**config.mk**
```make
export PLATFORM = sky130hd
export DESIGN_NAME = debounce_controller_flat
export DESIGN_NICKNAME = d
export VERILOG_FILES = /design/src/rtl/debounce_pkg.sv /design/src/rtl/debounce_controller_if.sv /design/src/rtl/debounce_channel.sv /design/src/rtl/debounce_controller.sv /design/src/flat_wrapper.sv
export SDC_FILE = /design/constraint.sdc
export NUM_CORES = 1
export LEC_CHECK = 0
export ABC_AREA = 1
export CAP_MARGIN = 0
export CORE_MARGIN = 3
export CORE_UTILIZATION = 40
export DETAILED_ROUTE_END_ITERATION = 8
export DONT_BUFFER_PORTS = 1
export GPL_TIMING_DRIVEN = 0
export SETUP_SLACK_MARGIN = 0.5
export SLEW_MARGIN = 20
export SYNTH_ARGS = -nofsm -noshare
export SYNTH_HDL_FRONTEND = slang
export SYNTH_SLANG_ARGS = --single-unit
export TNS_END_PERCENT = 1
```
**constraint.sdc**
```tcl
create_clock -name Clk -period 1.28 [get_ports Clk]
set_input_delay 0.256 -clock Clk [delete_from_list [all_inputs] [get_ports Clk]]
set_output_delay 0.256 -clock Clk [all_outputs]
set_load 0.01 [all_outputs]
```
**src/rtl/debounce_pkg.sv**
```systemverilog
`default_nettype none
// ============================================================================
//  Module      : debounce_pkg
//  Description : Shared FSM state encoding and counter-width helper for the
//                pushbutton debounce controller.
//  Revision    : 1.0  initial release
// ============================================================================
package debounce_pkg;

   // Per-channel debounce FSM states (explicit 2-bit encoding)
   typedef enum logic [1:0] {
      IDLE         = 2'd0,
      PRESS_WAIT   = 2'd1,
      PRESSED      = 2'd2,
      RELEASE_WAIT = 2'd3
   } db_state_t;

   // Bits needed to hold values 0..max_count
   function automatic int cnt_width(input int max_count);
      return (max_count < 1) ? 1 : $clog2(max_count + 1);
   endfunction

endpackage
`default_nettype wire

```
**src/rtl/debounce_controller_if.sv**
```systemverilog
`default_nettype none
// ============================================================================
//  Module      : debounce_controller_if
//  Description : Button-side bundle: raw inputs in, debounced level and
//                press/release event pulses out.
//  Revision    : 1.0  initial release
// ============================================================================
interface debounce_controller_if #(
   parameter int N_CH = 4
);
   logic [N_CH-1:0] InSignal;
   logic [N_CH-1:0] Level;
   logic [N_CH-1:0] Press;
   logic [N_CH-1:0] Release;

   // Board / stimulus side drives the raw buttons
   modport master (output InSignal, input Level, input Press, input Release);
   // Debounce controller side
   modport slave  (input InSignal, output Level, output Press, output Release);
endinterface
`default_nettype wire

```
**src/rtl/debounce_channel.sv**
```systemverilog
`default_nettype none
// ============================================================================
//  Module      : debounce_channel
//  Description : One button channel: synchronizer chain, debounce FSM with
//                stability counter, registered level and one-cycle pulses.
//                Optional auto-repeat of Press while held, enabled by the
//                AUTOREPEAT_EN macro.
//  Revision    : 1.0  initial release
// ============================================================================
module debounce_channel
   import debounce_pkg::*;
#(
   parameter int SYNC_STAGES     = 3,
   parameter int DEBOUNCE_CYCLES = 16,
   parameter int REPEAT_DELAY    = 64,
   parameter int REPEAT_PERIOD   = 16
) (
   input  logic clk,
   input  logic rst_n,
   input  logic button,
   output logic level,
   output logic press,
   output logic release_pulse
);

   localparam int             CW       = cnt_width(DEBOUNCE_CYCLES);
   localparam logic [CW-1:0]  CNT_LAST = CW'(DEBOUNCE_CYCLES - 1);

   logic [SYNC_STAGES-1:0] sync_r;
   logic                   sync_q;
   db_state_t              state, state_nx;
   logic [CW-1:0]          cnt, cnt_nx;
   logic                   level_nx, press_nx, release_nx;
   logic                   accept_press, accept_release;
   logic                   repeat_fire;

   assign sync_q = sync_r[SYNC_STAGES-1];

   // Shift the raw button through the synchronizer chain
   always_ff @(posedge clk or negedge rst_n) begin
      if (!rst_n) sync_r <= '0;
      else        sync_r <= {sync_r[SYNC_STAGES-2:0], button};
   end

   // State register plus registered outputs
   always_ff @(posedge clk or negedge rst_n) begin
      if (!rst_n) begin
         state         <= IDLE;
         cnt           <= '0;
         level         <= 1'b0;
         press         <= 1'b0;
         release_pulse <= 1'b0;
      end else begin
         state         <= state_nx;
         cnt           <= cnt_nx;
         level         <= level_nx;
         press         <= press_nx;
         release_pulse <= release_nx;
      end
   end

   // Next-state and stability counter; every count path ends at CNT_LAST
   always_comb begin
      state_nx = state;
      cnt_nx   = cnt;
      case (state)
         IDLE: begin
            if (sync_q) begin
               state_nx = PRESS_WAIT;
               cnt_nx   = CW'(1);
            end else begin
               cnt_nx   = '0;
            end
         end
         PRESS_WAIT: begin
            if (!sync_q) begin
               state_nx = IDLE;
               cnt_nx   = '0;
            end else if (cnt == CNT_LAST) begin
               state_nx = PRESSED;
               cnt_nx   = '0;
            end else begin
               cnt_nx   = cnt + 1'b1;
            end
         end
         PRESSED: begin
            if (!sync_q) begin
               state_nx = RELEASE_WAIT;
               cnt_nx   = CW'(1);
            end
         end
         RELEASE_WAIT: begin
            if (sync_q) begin
               state_nx = PRESSED;
               cnt_nx   = '0;
            end else if (cnt == CNT_LAST) begin
               state_nx = IDLE;
               cnt_nx   = '0;
            end else begin
               cnt_nx   = cnt + 1'b1;
            end
         end
         default: begin
            state_nx = IDLE;
            cnt_nx   = '0;
         end
      endcase
   end

   // Output decode: pulses on accepted transitions, level follows held states
   always_comb begin
      accept_press   = (state == PRESS_WAIT)   &&  sync_q && (cnt == CNT_LAST);
      accept_release = (state == RELEASE_WAIT) && !sync_q && (cnt == CNT_LAST);
      level_nx       = (state_nx == PRESSED) || (state_nx == RELEASE_WAIT);
      press_nx       = accept_press | repeat_fire;
      release_nx     = accept_release;
   end

`ifdef AUTOREPEAT_EN
   localparam int RPT_MAX = (REPEAT_DELAY > REPEAT_PERIOD) ? REPEAT_DELAY : REPEAT_PERIOD;
   localparam int RW      = cnt_width(RPT_MAX);

   logic [RW-1:0] rpt_cnt, rpt_cnt_nx;
   logic          rpt_armed, rpt_armed_nx;

   // Repeat timer only runs while PRESSED and still held; any exit clears it
   always_comb begin
      rpt_cnt_nx   = '0;
      rpt_armed_nx = 1'b0;
      repeat_fire  = 1'b0;
      if ((state == PRESSED) && sync_q) begin
         rpt_armed_nx = rpt_armed;
         rpt_cnt_nx   = rpt_cnt + 1'b1;
         if (!rpt_armed && (rpt_cnt == RW'(REPEAT_DELAY - 1))) begin
            repeat_fire  = 1'b1;
            rpt_armed_nx = 1'b1;
            rpt_cnt_nx   = '0;
         end else if (rpt_armed && (rpt_cnt == RW'(REPEAT_PERIOD - 1))) begin
            repeat_fire  = 1'b1;
            rpt_cnt_nx   = '0;
         end
      end
   end

   // Repeat timer registers
   always_ff @(posedge clk or negedge rst_n) begin
      if (!rst_n) begin
         rpt_cnt   <= '0;
         rpt_armed <= 1'b0;
      end else begin
         rpt_cnt   <= rpt_cnt_nx;
         rpt_armed <= rpt_armed_nx;
      end
   end
`else
   assign repeat_fire = 1'b0;
`endif

endmodule
`default_nettype wire

```
**src/rtl/debounce_controller.sv**
```systemverilog
`default_nettype none
// ============================================================================
//  Module      : debounce_controller
//  Description : N_CH independent pushbutton conditioners (sync + debounce
//                + press/release pulses). Auto-repeat of Press is available
//                when built with the AUTOREPEAT_EN macro.
//  Revision    : 1.0  initial release
// ============================================================================
module debounce_controller
   import debounce_pkg::*;
#(
   parameter int N_CH            = 4,
   parameter int SYNC_STAGES     = 3,
   parameter int DEBOUNCE_CYCLES = 16,
   parameter int REPEAT_DELAY    = 64,
   parameter int REPEAT_PERIOD   = 16
) (
   input  logic                 Clk,
   input  logic                 Reset_n,
   debounce_controller_if.slave bus
);

   // One fully independent conditioner per button
   for (genvar i = 0; i < N_CH; i++) begin : g_ch
      debounce_channel #(
         .SYNC_STAGES     (SYNC_STAGES),
         .DEBOUNCE_CYCLES (DEBOUNCE_CYCLES),
         .REPEAT_DELAY    (REPEAT_DELAY),
         .REPEAT_PERIOD   (REPEAT_PERIOD)
      ) u_ch (
         .clk           (Clk),
         .rst_n         (Reset_n),
         .button        (bus.InSignal[i]),
         .level         (bus.Level[i]),
         .press         (bus.Press[i]),
         .release_pulse (bus.Release[i])
      );
   end

endmodule
`default_nettype wire

```
**src/flat_wrapper.sv**
```systemverilog
// flat-port wrapper written by rule: the top's interface ports become plain ports
module debounce_controller_flat import debounce_pkg::*;
#(
   parameter int N_CH            = 4,
   parameter int SYNC_STAGES     = 3,
   parameter int DEBOUNCE_CYCLES = 16,
   parameter int REPEAT_DELAY    = 64,
   parameter int REPEAT_PERIOD   = 16
)
  (Clk, Reset_n, bus_InSignal, bus_Level, bus_Press, bus_Release);
  debounce_controller_if #(.N_CH(N_CH)) bus_i ();
  input  logic Clk;
  input  logic Reset_n;
  input wire logic [$bits(bus_i.InSignal)-1:0] bus_InSignal;
  output wire logic [$bits(bus_i.Level)-1:0] bus_Level;
  output wire logic [$bits(bus_i.Press)-1:0] bus_Press;
  output wire logic [$bits(bus_i.Release)-1:0] bus_Release;
  assign bus_i.InSignal = bus_InSignal;
  assign bus_Level = bus_i.Level;
  assign bus_Press = bus_i.Press;
  assign bus_Release = bus_i.Release;
  debounce_controller #(.N_CH(N_CH), .SYNC_STAGES(SYNC_STAGES), .DEBOUNCE_CYCLES(DEBOUNCE_CYCLES), .REPEAT_DELAY(REPEAT_DELAY), .REPEAT_PERIOD(REPEAT_PERIOD)) u_core (.Clk(Clk), .Reset_n(Reset_n), .bus(bus_i));
endmodule
```
Yosys cells after proc, flatten, opt, wreduce, memory -nomap -nowiden
Cells that the tools add are included.
Storage, ports and cells
  bits in registers: 52
  input bits: 6
  output and inout port bits: 12
  word-level logic and storage cells: 136
Operators by class
  $add $sub $neg: 4
  equality and inequality tests: 28
  mux-type cells: 52
  reduce and logical (&&, ||, !) cells: 28
Operator list (count)
  $mux W5: 16
  $pmux W5 S4: 4
  $mux W2: 24
  $eq A2 B2 Y1 const B: 16
  $pmux W2 S4: 4
  $add A5 B1 Y5 const B: 4
  $eq A5 B4 Y1 const B: 4
  $logic_and A1 B1 Y1: 16
  $eq A2 B1 Y1 const B: 4
  $logic_not A2 Y1: 4
  $ne A2 B2 Y1 const B: 4
  $logic_not A1 Y1: 4
  $logic_or A1 B1 Y1: 4
  $mux W1: 4

Depth between registers and ports, before layout
  depth in word-level cells: 6
  mapped depth: 7
  mapped depth without buffers: 7

Hierarchy
From an unflattened synthesis, not the netlist that was laid out.
Unflattened totals
  cell total of the unflattened synthesis: 229
  area total of the unflattened synthesis: 2189.6 sq um
By module, submodules not included
  debounce_channel (u_core.g_ch[0].u_ch ...): times used 3, cells each 56, area each 540.5 sq um, seq. area each 325.3 sq um
  debounce_channel (u_core.g_ch[3].u_ch): times used 1, cells each 61, area each 568.0 sq um, seq. area each 300.3 sq um

Least setup slack after synthesis
Ideal clock, no wire load.
  kind: register -> register
  start: reg u_core.g_ch[1].u_ch.cnt[0]
  end: reg u_core.g_ch[1].u_ch.level
  library setup time: 0.118 ns
  arrival time: 1.023 ns
  required time: 1.162 ns
  setup slack: 0.139 ns
  cell stages (with the launch flop): 7
  path buffers: 0
  clock period less this slack: 1.141 ns
  path through: dfrtp_1 -> ha_1 -> nand2_2 -> nor2_4 -> nand3_4 -> o21ai_2 -> inv_1
On the way
  longest elaborated chain between the ends: 6
  elaborated cells on any way between the ends: 9
  classes of those cells: eq/ne (3); mux (5); reduce/logical (1)
Ends and longest elaborated chain
  start, declared: RTL line debounce_channel.sv:32  | logic [CW-1:0] cnt, cnt_nx;
  start signal, assigned: RTL line debounce_channel.sv:55  | cnt <= cnt_nx;
  $eq A5 B4 Y1 *: RTL line debounce_channel.sv:79, debounce_channel.sv:96
  $mux W2 (on tied branches): RTL line debounce_channel.sv:96, debounce_channel.sv:79
  $mux W2 (on tied branches): RTL line debounce_channel.sv:93, debounce_channel.sv:76
  $pmux W2 S4 *: RTL line debounce_channel.sv:66  | case (state)
  $eq A2 B2 Y1: RTL line debounce_channel.sv:114  | level_nx = (state_nx == PRESSED) || (state_nx == RELEASE_WAIT);
  $logic_or A1 B1 Y1 *: RTL line debounce_channel.sv:114
  via u_core.g_ch[1].u_ch.level_nx: RTL line debounce_channel.sv:33  | logic level_nx, press_nx, release_nx;
  end signal, assigned: RTL line debounce_channel.sv:56  | level <= level_nx;
  end, declared: RTL line debounce_channel.sv:21  | output logic level,
Mark *: on every way through the listed nets, which the timed path passes. The rest lies on a longest branch.
A chain may end at the register's enable or synchronous reset.

Worst setup path in the final report
Same ends and word-level chain as after synthesis.

==> flow_summary.yaml <==
status:
  run_status: "finished with violations"
  failed_checks: "negative hold slack"
routing:
  dr.pass1.iters: 4
  detail-route-antenna-nets: 0
  drc_violations: 0
  viasPerCell: 4.550
  detailedRoute.firstIterationViolations: 68
  via_count: 1506
  postRouteWirelength_mm: 3.505
  routedWlPerCell_um: 10.59
logic_synthesis:
  synth_sequential_area_ratio: 0.5714
  netlist.top_cell.by_area: "dfrtp_1"
  syn_area_per_cell_um2: 9.345
  async_reset_ff_frac: 1.000
  synth-warning-count: 0
  yosysUniqueCellTypes: 23
  top_cells_by_area_synth: "dfrtp_1, nand2_1, inv_1, nand3_1, buf_4"
  post_synth_inst_count: 239
  number_of_synthesized_flops_with_an_enable_pin: 0
  ys_seq_elements: 51
  synthFlopType: "dfrtp_1"
  post_synth_instance_area_um2: 2233
  synth_fp_nets: 249
  synth.top_cell.area_share: 0.5714
worst_hold_path:
  hold_class: "input port to async pin"
clock_network:
  clock_sink_count: 51
  clk_root_buffer_cell: "clkbuf_8"
  cts_inserted_buffers: 5
  hold_buffer_count_at_cts: 4
  cts_htree_levels: 2
  cts_max_path_buffers: 2
  clk_latency_ns: 0.30
  cts_tree: "yes"
  clk_pin_slew_worst_paths_ns: 0.10
floorplan:
  die-area_um2: 6516
  width_of_the_die_um: 80.72
  coreArea_um2: 5238
  dieHeight_um: 80.72
  placementRows: 26
  start_util: 0.4264
  ioPinCount: 18
finish:
  nets: 270
  final_cell_mix: "nand2_1, dfrtp_1, inv_1"
  final.fill_count: 463
  finalCoreUtilization: 0.4924
  post_route_cells_drive_above_1_share: 0.2107
  syn_to_final_growth_pct: 15.46
  n_antenna_cell: 0
  most_common_library_cell_in_the_layout_ignoring_fill_and_taps: "nand2_1"
  finalNonFillerCells: 331
critical_path:
  crit_chain: "ha_2, nand2_2, nor2_4, nand3_4, o21ai_2, inv_1"
  worstPathRequired_ns: 1.47
  slowest_stage: "dfrtp_1"
  arrival_ns: 1.37
  critical_path.endpoint_type: "flip-flop"
  setup.worst_path.start_class: "flip-flop"
  critical_path_peak_fanout: 5
  worst_path_largest_cell_delay_ns: 0.37
  setup.worst_path.class: "flip-flop to flip-flop"
grt:
  globalRoute.totalOverflow: 0
  antenna_found_initial: 0
  grt_pass1_wl_mm: 6.368
  maximum_number_of_pins_on_one_net_before_global_route_repair: 52
  grt_pass1_vias: 1490
  grt_usage: 0.1244
power_and_ir_drop:
  ir_worst_vdd_mv: 0.8532
  p_leak_nw: 1.339
  powerDensity_nw_per_um2: 1151
timing:
  fmaxAchievable_mhz: 848.0
  fin_crit_period_ns: 1.179
  worst_slew_pin_slew_ns: 0.2657
  rsz0062_at_grt: "yes"
  setup_tns_final_ns: 0
  finalHoldViolCount: 51
  report.final.slew_viol_count: 0
  final-setup-viol-count: 0
  timing.slew.headroom: 0.8222
  holdWs_ns: -0.3584
  skew_ns: 0.01204
  final.period_utilization: 0.9213
place:
  dp.final_hpwl_mm: 2.234
  place.gp.congestion: 0.7370
  post-place-cells: 309
  io_buffer_count: 0
job:
  maxCapViolations: 0
state kept, by name (all words and copies together) (netlist names):
register / count
u_core.g_ch.u_ch.level: 3
u_core.g_ch.u_ch.press: 4
u_core.g_ch.u_ch.release_pulse: 4
u_core.g_ch.u_ch.sync_r: 12
u_core.g_ch.u_ch.cnt: 20
u_core.g_ch.u_ch.state: 8
metal layers:
metal,GRT usage,part of all wire,vias up
met4,0.05068,0.011,0
met3,0.02691,0.030,4
met2,0.2086,0.47,17
li1,-,-,775
met5,0,0,-
met1,0.1560,0.49,710
stage by stage:
stage / setup slack, ns / instance area, um^2 / total power [mW]
floorplan: 0.1444 / 2236 / 1.784
global placement: 0.003296 / 2323 / 1.803
detailed placement: -0.02638 / 2323 / 1.807
CTS: 0.07693 / 2550 / 2.996
global route: 0.004181 / 2579 / 3.100
finish: 0.1007 / 2579 / 2.967
what timing repair did:
| item | 4_1_cts | 5_1_grt |
|---|---|---|
| setup buffers | 8 | 2 |
| endpoints found under the setup margin | 51 | 51 |
| endpoints found under the hold margin | 55 | 51 |
| resized for setup | 3 | 5 |
| pin swaps | 3 | 3 |
Yosys cell counts (4+ instances only):
| cell | number |
|---|---|
| nand2_1 | 54 |
| nand3_1 | 27 |
| ha_1 | 4 |
| nand4_1 | 5 |
| nor2_1 | 9 |
| dfrtp_1 | 51 |
| a21oi_1 | 8 |
| buf_4 | 12 |
| inv_1 | 38 |
| nand2_2 | 4 |
| o21ai_0 | 4 |
power by group:
| group | total (mW) | internal (mW) | switching (mW) |
|---|---|---|---|
| clock network | 1.15 | 0.633 | 0.519 |
| logic | 0.130 | 0.0622 | 0.0677 |
| registers | 1.69 | 1.65 | 0.0329 |
layout make-up:
type	instances	area (um^2)	area share
flip-flops and latches	51	1277	0.4954
multi-input cells	135	728.2	0.2824
inverters	39	146.4	0.05677
repair buffers	14	115.1	0.04464
plain buffers	14	106.4	0.04124
well taps	70	87.58	0.03396
clock buffers	6	82.58	0.03202
clock inverters	2	35.03	0.01359
worst max-delay path: cells and delay by family, from the launching register on:
kind | cells | cell delay (ns)
AND/OR/NAND/NOR | 3 | 0.30
AO/OA/AOI/OAI | 1 | 0.15
buffers and inverters | 1 | 0.06
flip-flops | 1 | 0.37
adder cells (fa/ha/maj) | 1 | 0.20
cells by family (layout without fill, tap and decap cells):
family,Yosys count,after routing,share of synthesized area
AND/OR/NAND/NOR,110,110,0.2358
buffers and inverters,53,75,0.1132
flip-flops,51,51,0.5714
AO/OA/AOI/OAI,16,16,0.03753
XOR/XNOR,5,5,0.01961
adder cells (fa/ha/maj),4,4,0.02241
worst paths after layout:
kind,startpoint,endpoint,slack (ns),cells past startpoint
worst min register to register,u_core.g_ch[1].u_ch.sync_r[0]$_DFF_PN0_,u_core.g_ch[1].u_ch.sync_r[1]$_DFF_PN0_,0.35,0
worst max-delay path,u_core.g_ch[1].u_ch.cnt[0]$_DFFE_PN0P_,u_core.g_ch[1].u_ch.level$_DFF_PN0_,0.10,6
worst min-delay path,Reset_n,u_core.g_ch[3].u_ch.sync_r[2]$_DFF_PN0_,-0.36,0
min in group Clk,u_core.g_ch[1].u_ch.sync_r[0]$_DFF_PN0_,u_core.g_ch[1].u_ch.sync_r[1]$_DFF_PN0_,0.35,0
worst max register to register,u_core.g_ch[1].u_ch.cnt[0]$_DFFE_PN0P_,u_core.g_ch[1].u_ch.level$_DFF_PN0_,0.10,6
max in group asynchronous,Reset_n,u_core.g_ch[1].u_ch.release_pulse$_DFF_PN0_,1.54,0
No activity file was read; power rests on OpenSTA's default activity.
